### src/rtl/mem_port_arbiter.sv
// mem_port_arbiter: shares one single-port memory between the instruction-fetch (IF)
// and data-access (DM) requesters. One command in flight at a time; a command is
// issued combinationally in IDLE or RESP, waits MEM_LAT cycles, then the owner's
// valid pulses for one cycle in RESP.
// Optional build macro ARB_RR_EN: round-robin arbitration instead of fixed DM priority.
module mem_port_arbiter #(
  parameter int ADDR_W  = 64,
  parameter int DATA_W  = 64,
  parameter int MEM_LAT = 1
) (
  input  logic              i_clk,
  input  logic              i_rst,
  input  logic              i_if_req,
  input  logic [ADDR_W-1:0] i_if_addr,
  output logic              o_if_gnt,
  output logic              o_if_valid,
  output logic [31:0]       o_if_data,
  input  logic              i_dm_req,
  input  logic              i_dm_we,
  input  logic [ADDR_W-1:0] i_dm_addr,
  input  logic [DATA_W-1:0] i_dm_wdata,
  output logic              o_dm_gnt,
  output logic              o_dm_valid,
  output logic [DATA_W-1:0] o_dm_rdata,
  output logic              o_mem_cs,
  output logic              o_mem_we,
  output logic [ADDR_W-1:0] o_mem_addr,
  output logic [DATA_W-1:0] o_mem_wdata,
  input  logic [DATA_W-1:0] i_mem_rdata
);

  localparam int CNT_W = (MEM_LAT > 1) ? $clog2(MEM_LAT) : 1;

  typedef enum logic [1:0] {
    ST_IDLE,
    ST_WAIT,
    ST_RESP
  } state_t;

  state_t             r_state;
  state_t             w_next;
  logic [CNT_W-1:0]   r_cnt;
  logic               r_owner_dm;
  logic               r_we;
  logic [31:0]        r_if_data;
  logic [DATA_W-1:0]  r_dm_rdata;

  logic               w_arb;
  logic               w_pick_dm;
  logic               w_pick_if;
  logic               w_gnt_dm;
  logic               w_gnt_if;
  logic               w_issue;
  logic               w_last;

  // Arbitration is open in IDLE and RESP; held off while reset is asserted so every
  // output reads 0 during reset even if requests are still up.
  assign w_arb = (r_state != ST_WAIT) && !i_rst;

`ifdef ARB_RR_EN
  // Priority pointer: 1 = DM wins the next simultaneous request.
  logic r_rr_dm;

  // Pointer moves to the other requester on every grant.
  always_ff @(posedge i_clk or posedge i_rst) begin
    if (i_rst) begin
      r_rr_dm <= 1'b1;
    end else if (w_issue) begin
      r_rr_dm <= w_gnt_if;
    end
  end

  assign w_pick_dm = i_dm_req && (!i_if_req || r_rr_dm);
`else
  // MEM stage is older in the pipeline, so it always beats fetch.
  assign w_pick_dm = i_dm_req;
`endif

  assign w_pick_if = i_if_req && !w_pick_dm;
  assign w_gnt_dm  = w_arb && w_pick_dm;
  assign w_gnt_if  = w_arb && w_pick_if;
  assign w_issue   = w_gnt_dm || w_gnt_if;
  assign w_last    = (r_cnt == '0);

  // State register.
  always_ff @(posedge i_clk or posedge i_rst) begin
    if (i_rst) begin
      r_state <= ST_IDLE;
    end else begin
      r_state <= w_next;
    end
  end

  // Next-state: issue from IDLE/RESP, count down in WAIT.
  always_comb begin
    w_next = r_state;
    case (r_state)
      ST_IDLE: if (w_issue) w_next = ST_WAIT;
      ST_WAIT: if (w_last) w_next = ST_RESP;
      ST_RESP: w_next = w_issue ? ST_WAIT : ST_IDLE;
      default: w_next = ST_IDLE;
    endcase
  end

  // Outputs: grant and memory command are combinational from the winning request.
  always_comb begin
    o_if_gnt    = w_gnt_if;
    o_dm_gnt    = w_gnt_dm;
    o_mem_cs    = w_issue;
    o_mem_we    = w_gnt_dm && i_dm_we;
    o_mem_addr  = '0;
    o_mem_wdata = '0;
    if (w_gnt_dm) begin
      o_mem_addr = i_dm_addr >> 2;
      if (i_dm_we) begin
        o_mem_wdata = i_dm_wdata;
      end
    end else if (w_gnt_if) begin
      o_mem_addr = i_if_addr >> 2;
    end
    o_if_valid = (r_state == ST_RESP) && !r_owner_dm;
    o_dm_valid = (r_state == ST_RESP) && r_owner_dm;
    o_if_data  = r_if_data;
    o_dm_rdata = r_dm_rdata;
  end

  // Transaction bookkeeping: latch owner/op at issue, capture read data on last WAIT cycle.
  always_ff @(posedge i_clk or posedge i_rst) begin
    if (i_rst) begin
      r_cnt      <= '0;
      r_owner_dm <= 1'b0;
      r_we       <= 1'b0;
      r_if_data  <= '0;
      r_dm_rdata <= '0;
    end else if (w_issue) begin
      r_cnt      <= CNT_W'(MEM_LAT - 1);
      r_owner_dm <= w_gnt_dm;
      r_we       <= w_gnt_dm && i_dm_we;
    end else if (r_state == ST_WAIT) begin
      if (w_last) begin
        if (r_owner_dm) begin
          r_dm_rdata <= r_we ? '0 : i_mem_rdata;
        end else begin
          r_if_data <= i_mem_rdata[31:0];
        end
      end else begin
        r_cnt <= r_cnt - 1'b1;
      end
    end
  end

endmodule

### config.mk
export PLATFORM = sky130hd
export DESIGN_NAME = mem_port_arbiter
export DESIGN_NICKNAME = d
export VERILOG_FILES = /design/src/rtl/mem_port_arbiter.sv
export SDC_FILE = /design/constraint.sdc
export NUM_CORES = 1
export LEC_CHECK = 0
export ABC_AREA = 1
export BUFFER_PORTS_ARGS = -buffer_cell sky130_fd_sc_hd__buf_2
export CAP_MARGIN = 20
export CORE_AREA = 2 2 190 192
export DETAILED_ROUTE_END_ITERATION = 16
export DIE_AREA = 0 0 192 194
export MAX_ROUTING_LAYER = met4
export PLACE_DENSITY = 0.43
export SLEW_MARGIN = 5
export SYNTH_ARGS = -nofsm -noshare
export SYNTH_HDL_FRONTEND = slang
export SYNTH_SLANG_ARGS = --single-unit
### constraint.sdc
create_clock -name i_clk -period 3.6 [get_ports i_clk]
set_clock_uncertainty 0.1 [all_clocks]
set_input_delay 0 -clock i_clk [delete_from_list [all_inputs] [get_ports i_clk]]
set_output_delay 0 -clock i_clk [all_outputs]
set_load 0.005 [all_outputs]
Yosys cells after proc, flatten, opt, wreduce, memory -nomap -nowiden:

Cells that the tools add are included.

* ROM bits: 0
* word-level logic and storage cells: 43
* register bits: 101
* output and inout port bits: 230
* bits in latches: 0
* memories: 0
* bits in writable memories: 0

* equal/unequal tests: 5
* multipliers: 0
* shifts and indexed selects: 0
* add/sub/neg operators: 1
* reductions and logical operators: 16
* divide/modulo/power cells: 0
* order comparisons: 0
* multiplexer cells: 12
* bitwise gates (word level): 3

Operator list (number)
* 64-bit 2-to-1 mux: 3
* 62-bit 2-to-1 mux: 2
* 4-bit AND reduction: 2
* 1-bit logical AND: 7
* 2-bit case mux with 3 select lines: 1
* 1-bit 2-to-1 mux: 4
* 2-bit 2-to-1 mux: 2
* 2-bit inequality test, second input constant: 2
* 1-bit logical NOT: 3
* 1-bit NOT: 3
* 2-bit by 1-bit == test with 1-bit output, second input constant: 1
* 2-bit == test, second input constant: 1
* 2-bit logical NOT: 1
* 2-bit by 1-bit inequality test with 1-bit output, second input constant: 1
* 2-bit AND reduction: 1
* 2-bit nonzero test: 1
* 1-bit logical OR: 1
* 1-bit subtractor, second input constant: 1

Depth between registers and ports, before layout:

* depth in word-level cells: 6
* mapped depth: 7

Worst setup path after synthesis:

No wires, ideal clock.

* path kind: input-to-output
* from: input i_rst
* to: output o_mem_addr[52]
* path slack: 0.521 ns
* data arrival time: 2.979 ns
* stages: 6
* path through: inv_1 -> nand3_2 -> inv_2 -> buf_6 -> nand2_1 -> nand2_1

* word-level cells in the longest chain between the ends: 5

Ends and longest elaborated chain
* start: declaration: line 12 `input logic i_rst,`
* 1-bit logical NOT (no source line)
* 1-bit logical AND: line 58 `assign w_arb = (r_state != ST_WAIT) && !i_rst;`
* 1-bit logical AND: line 81 `assign w_gnt_if = w_arb && w_pick_if;`
* via o_if_gnt: line 15 `output logic o_if_gnt,`
* 62-bit 2-to-1 mux: line 118 `end else if (w_gnt_if) begin`
* 62-bit 2-to-1 mux: line 113 `if (w_gnt_dm) begin`
* end: declaration: line 27 `output logic [ADDR_W-1:0] o_mem_addr,`

The timed path passes the listed nets, and every way through them passes these cells.

Worst setup path in the final report:

* from: register r_state[0]
* to: output o_mem_addr[31]

* word-level cells in the longest chain between the ends: 5

Ends and longest elaborated chain
* start: declaration: line 40 `state_t r_state;`
* start signal: assignment: line 90 `r_state <= w_next;`
* 2-bit by 1-bit inequality test with 1-bit output (*): line 58
* 1-bit logical AND (*): line 58
* 1-bit logical AND: line 81
* 62-bit 2-to-1 mux: line 118
* 62-bit 2-to-1 mux (*): line 113

Mark *: on every way between the ends. The rest lies on a longest branch, timed or not.

==> insert_results.sql <==
INSERT INTO impl_metrics (metric_group, metric, value, unit) VALUES
('run_status', 'result_of_the_run', 'complete, no violations', ''),
('finish', 'seqCellArea', '2502', 'µm²'),
('clock_network', 'cts_htree_levels', '3', ''),
('worst_setup_path', 'critical_path_cell_with_the_highest_stage_delay', 'dfrtp_1', ''),
('power_and_ir_drop', 'peakVddDrop', '0.0002810', 'V'),
('worst_setup_path', 'critical-path-max-stage-delay', '0.41', 'ns'),
('drt', 'drt-pass1-iter-count', '5', ''),
('drt', 'remaining_drc_errors', '0', ''),
('synth', 'async_reset_ff_share', '100.0', '%'),
('timing', 'setup_viol_count_final', '0', ''),
('clock_network', 'cts_setup_buffers', '0', ''),
('timing', 'final_hold_viol_count', '0', ''),
('worst_hold_path', 'hold-path-cell-count', '3', ''),
('finish', 'layout.cell_area.non_filler', '9289', 'µm²'),
('global_routing', 'grt_antenna_before_repair', '3', ''),
('clock_network', 'clockBufferDepth', '2', ''),
('synth', 'dominant_register_cell_in_the_synthesized_netlist', 'dfrtp_1', ''),
('worst_hold_path', 'worstHoldStart', 'i_dm_req', ''),
('synth', 'syn-mean-instance-area', '6.860', 'µm²'),
('worst_setup_path', 'worst_setup_path_start_kind', 'register', ''),
('worst_setup_path', 'worstPathBufferInverterCount', '3', ''),
('synth', 'synth.cell_area', '5440', 'µm²'),
('global_routing', 'grt_pass1_wl', '40.92', 'mm'),
('timing', 'final_period_minus_worst_setup_slack', '2.636', 'ns'),
('synth', 'synth_cell_type_count', '17', ''),
('die', 'fp.coreArea', '35220', 'µm²'),
('finish', 'multi_input_comb_area', '2565', 'µm²'),
('worst_setup_path', 'worst_path_most_repeated_cell', 'nand2_1', ''),
('die', 'die_area', '37250', 'µm²'),
('synth', 'synth.yosys.warnings', '0', ''),
('worst_setup_path', 'reg2regPathDepth', '7', ''),
('worst_hold_path', 'hp-class', 'input port to register', ''),
('finish', 'num-nets-final', '1570', ''),
('die', 'rows', '69', ''),
('clock_network', 'ctsRootBufferMaster', 'clkbuf_16', ''),
('worst_setup_path', 'worst-endpoint-arrival', '2.54', 'ns'),
('worst_setup_path', 'worst_ep_required_time', '3.50', 'ns'),
('finish', 'syn_to_final_growth', '70.75', '%'),
('worst_setup_path', 'timing.critical_path.fanout_max', '55', ''),
('die', 'initial_core_util', '15.44', '%'),
('finish', 'layout-drive-gt1-share', '40.11', '%'),
('drt', 'drt-wirelength-per-cell', '15.84', 'µm'),
('synth', 'number_of_register_bits_inferred_by_synthesis', '100', ''),
('die', 'pin_count', '491', ''),
('drt', 'num_vias', '7169', ''),
('worst_setup_path', 'setup.reg_to_reg.worst_slack', '1.51', 'ns'),
('clock_network', 'tritoncts', 'yes', ''),
('timing', 'setup_tns', '0', 'ns'),
('clock_network', 'worstSkewPairLatency', '0.35', 'ns'),
('worst_setup_path', 'worstPathCellList', 'nand2_4 -> nand3_4 -> inv_2 -> buf_12 -> nand2_1 -> nand2_1 -> buf_2', ''),
('drt', 'wl', '28.16', 'mm'),
('die', 'die_y', '194', 'µm'),
('clock_network', 'clock_sink_count', '100', ''),
('drt', 'route.detailed.vias_per_inst', '4.032', ''),
('synth', 'synth_sequential_area_ratio', '46.00', '%'),
('timing', 'worst-slew-pin-transition', '0.8974', 'ns'),
('synth', 'synth_enable_flop_cells', '0', ''),
('timing', 'timing.max_slew.rel_slack', '40.18', '%'),
('global_routing', 'largest_net_degree_at_the_start_of_global_routing', '65', ''),
('synth', 'synthCells', '793', ''),
('clock_network', 'numCtsBuffers', '9', ''),
('timing', 'slew_viol_final', '0', ''),
('placed_design', 'globalplace.congestion', '0.8660', ''),
('global_routing', 'overflow', '0', ''),
('power_and_ir_drop', 'power.leakage', '5.458', 'nW'),
('worst_setup_path', 'timing.rr.end', 'o_if_data[19]', ''),
('worst_hold_path', 'timing.hold.worst_endpoint', 'r_owner_dm', ''),
('run', 'drv.max_cap_violation_count', '0', ''),
('drt', 'drt_first_iter_violations', '373', ''),
('clock_network', 'worst_setup_hold_path_clk_slew', '0.07', 'ns'),
('worst_setup_path', 'worst_setup_path_end_kind', 'output pin', '');
[timing repair]
action,CTS,global route
setup endpoints to repair,0,0
hold buffers,67,0
resized for setup,0,0
hold endpoints to repair,134,0
[how the worst max path moves through the flow]
stage / start / to / slack (ns) / depth (start not counted)
CTS: r_state[0] / o_mem_addr[61] / 0.51 / 6
global placement: r_state[0] / o_mem_we / 0.91 / 6
finish: r_state[0] / o_mem_addr[31] / 0.96 / 7
global route: r_state[0] / o_mem_addr[31] / 0.74 / 7
detailed placement: r_state[0] / o_mem_addr[61] / 0.92 / 6
floorplan: i_rst / o_mem_addr[52] / 0.52 / 6
[flip-flops by register name, indices dropped and copies added (netlist names)]
signal and count:
r_we 1, o_if_data 32, r_owner_dm 1, r_state 2
o_dm_rdata 64
[metal layers]
| layer | GRT usage, % | routed length (µm) | vias to the layer above |
|---|---|---|---|
| met5 | - | 0 | - |
| met4 | 4.891 | 590 | 0 |
| met3 | 4.652 | 2303 | 16 |
| met2 | 23.43 | 13480 | 300 |
| met1 | 17.82 | 11790 | 3337 |
| li1 | - | - | 3516 |
[logic make-up (layout without fill, tap and decap cells)]
| group | after synthesis | in the layout | share of synthesized area, % |
|---|---|---|---|
| buffers and inverters | 74 | 594 | 6.923 |
| other | 1 | 5 | 0.06893 |
| DFF | 100 | 100 | 46.00 |
| AOI/OAI and AO/OA | 64 | 64 | 5.888 |
| and+or+nand+nor | 554 | 554 | 41.12 |
[cells in the mapped netlist (4+ instances only)]
| master | number | share of area, % |
|---|---|---|
| nor2_1 | 67 | 4.6 |
| nand3_1 | 98 | 9.0 |
| inv_1 | 5 | 0.35 |
| buf_2 | 31 | 2.9 |
| inv_2 | 6 | 0.41 |
| clkbuf_1 | 21 | 1.4 |
| dfrtp_1 | 100 | 46 |
| o21ai_0 | 64 | 5.9 |
| buf_6 | 6 | 1.2 |
| nand2_1 | 385 | 27 |
| buf_4 | 4 | 0.55 |
[area by class of cell]
| cell class | count | area share (%) |
|---|---|---|
| flip-flops and latches | 100 | 26.94 |
| repair buffers | 567 | 34.86 |
| multi-input cells | 620 | 27.61 |
| diodes | 3 | 0.08082 |
| inverters | 11 | 0.4714 |
| clock buffers | 10 | 2.573 |
| well taps | 461 | 6.210 |
| clock inverters | 6 | 1.253 |
[tightest hold or removal path: cells and delay by family]
kind,cells,cell delay (ns)
simple gates,2,0.37
buf+inv,1,0.13
[power by group]
part           internal, mW  leakage [nW]  switching [mW]
clock network         0.707         0.174           0.473
logic                 0.792          4.04           0.992
registers              1.63          1.24           0.246
[stage by stage]
step / total power, mW / instances / util (%) / hold slack (ns) / setup slack, ns
5_1_grt: 5.225 / 1778 / 26.37 / 0.1060 / 0.7398
3_5_place_dp: 3.660 / 1690 / 23.32 / 0.1357 / 0.9204
2_1_floorplan: 2.625 / 794 / - / -0.02252 / 0.5211
4_1_cts: 4.944 / 1773 / 26.24 / 0.06549 / 0.5075
3_3_place_gp: 3.645 / 1690 / 23.32 / 0.1282 / 0.9137
6_report: 4.845 / 1778 / 26.37 / 0.07866 / 0.9645
Power figures use the tool's default switching activity.
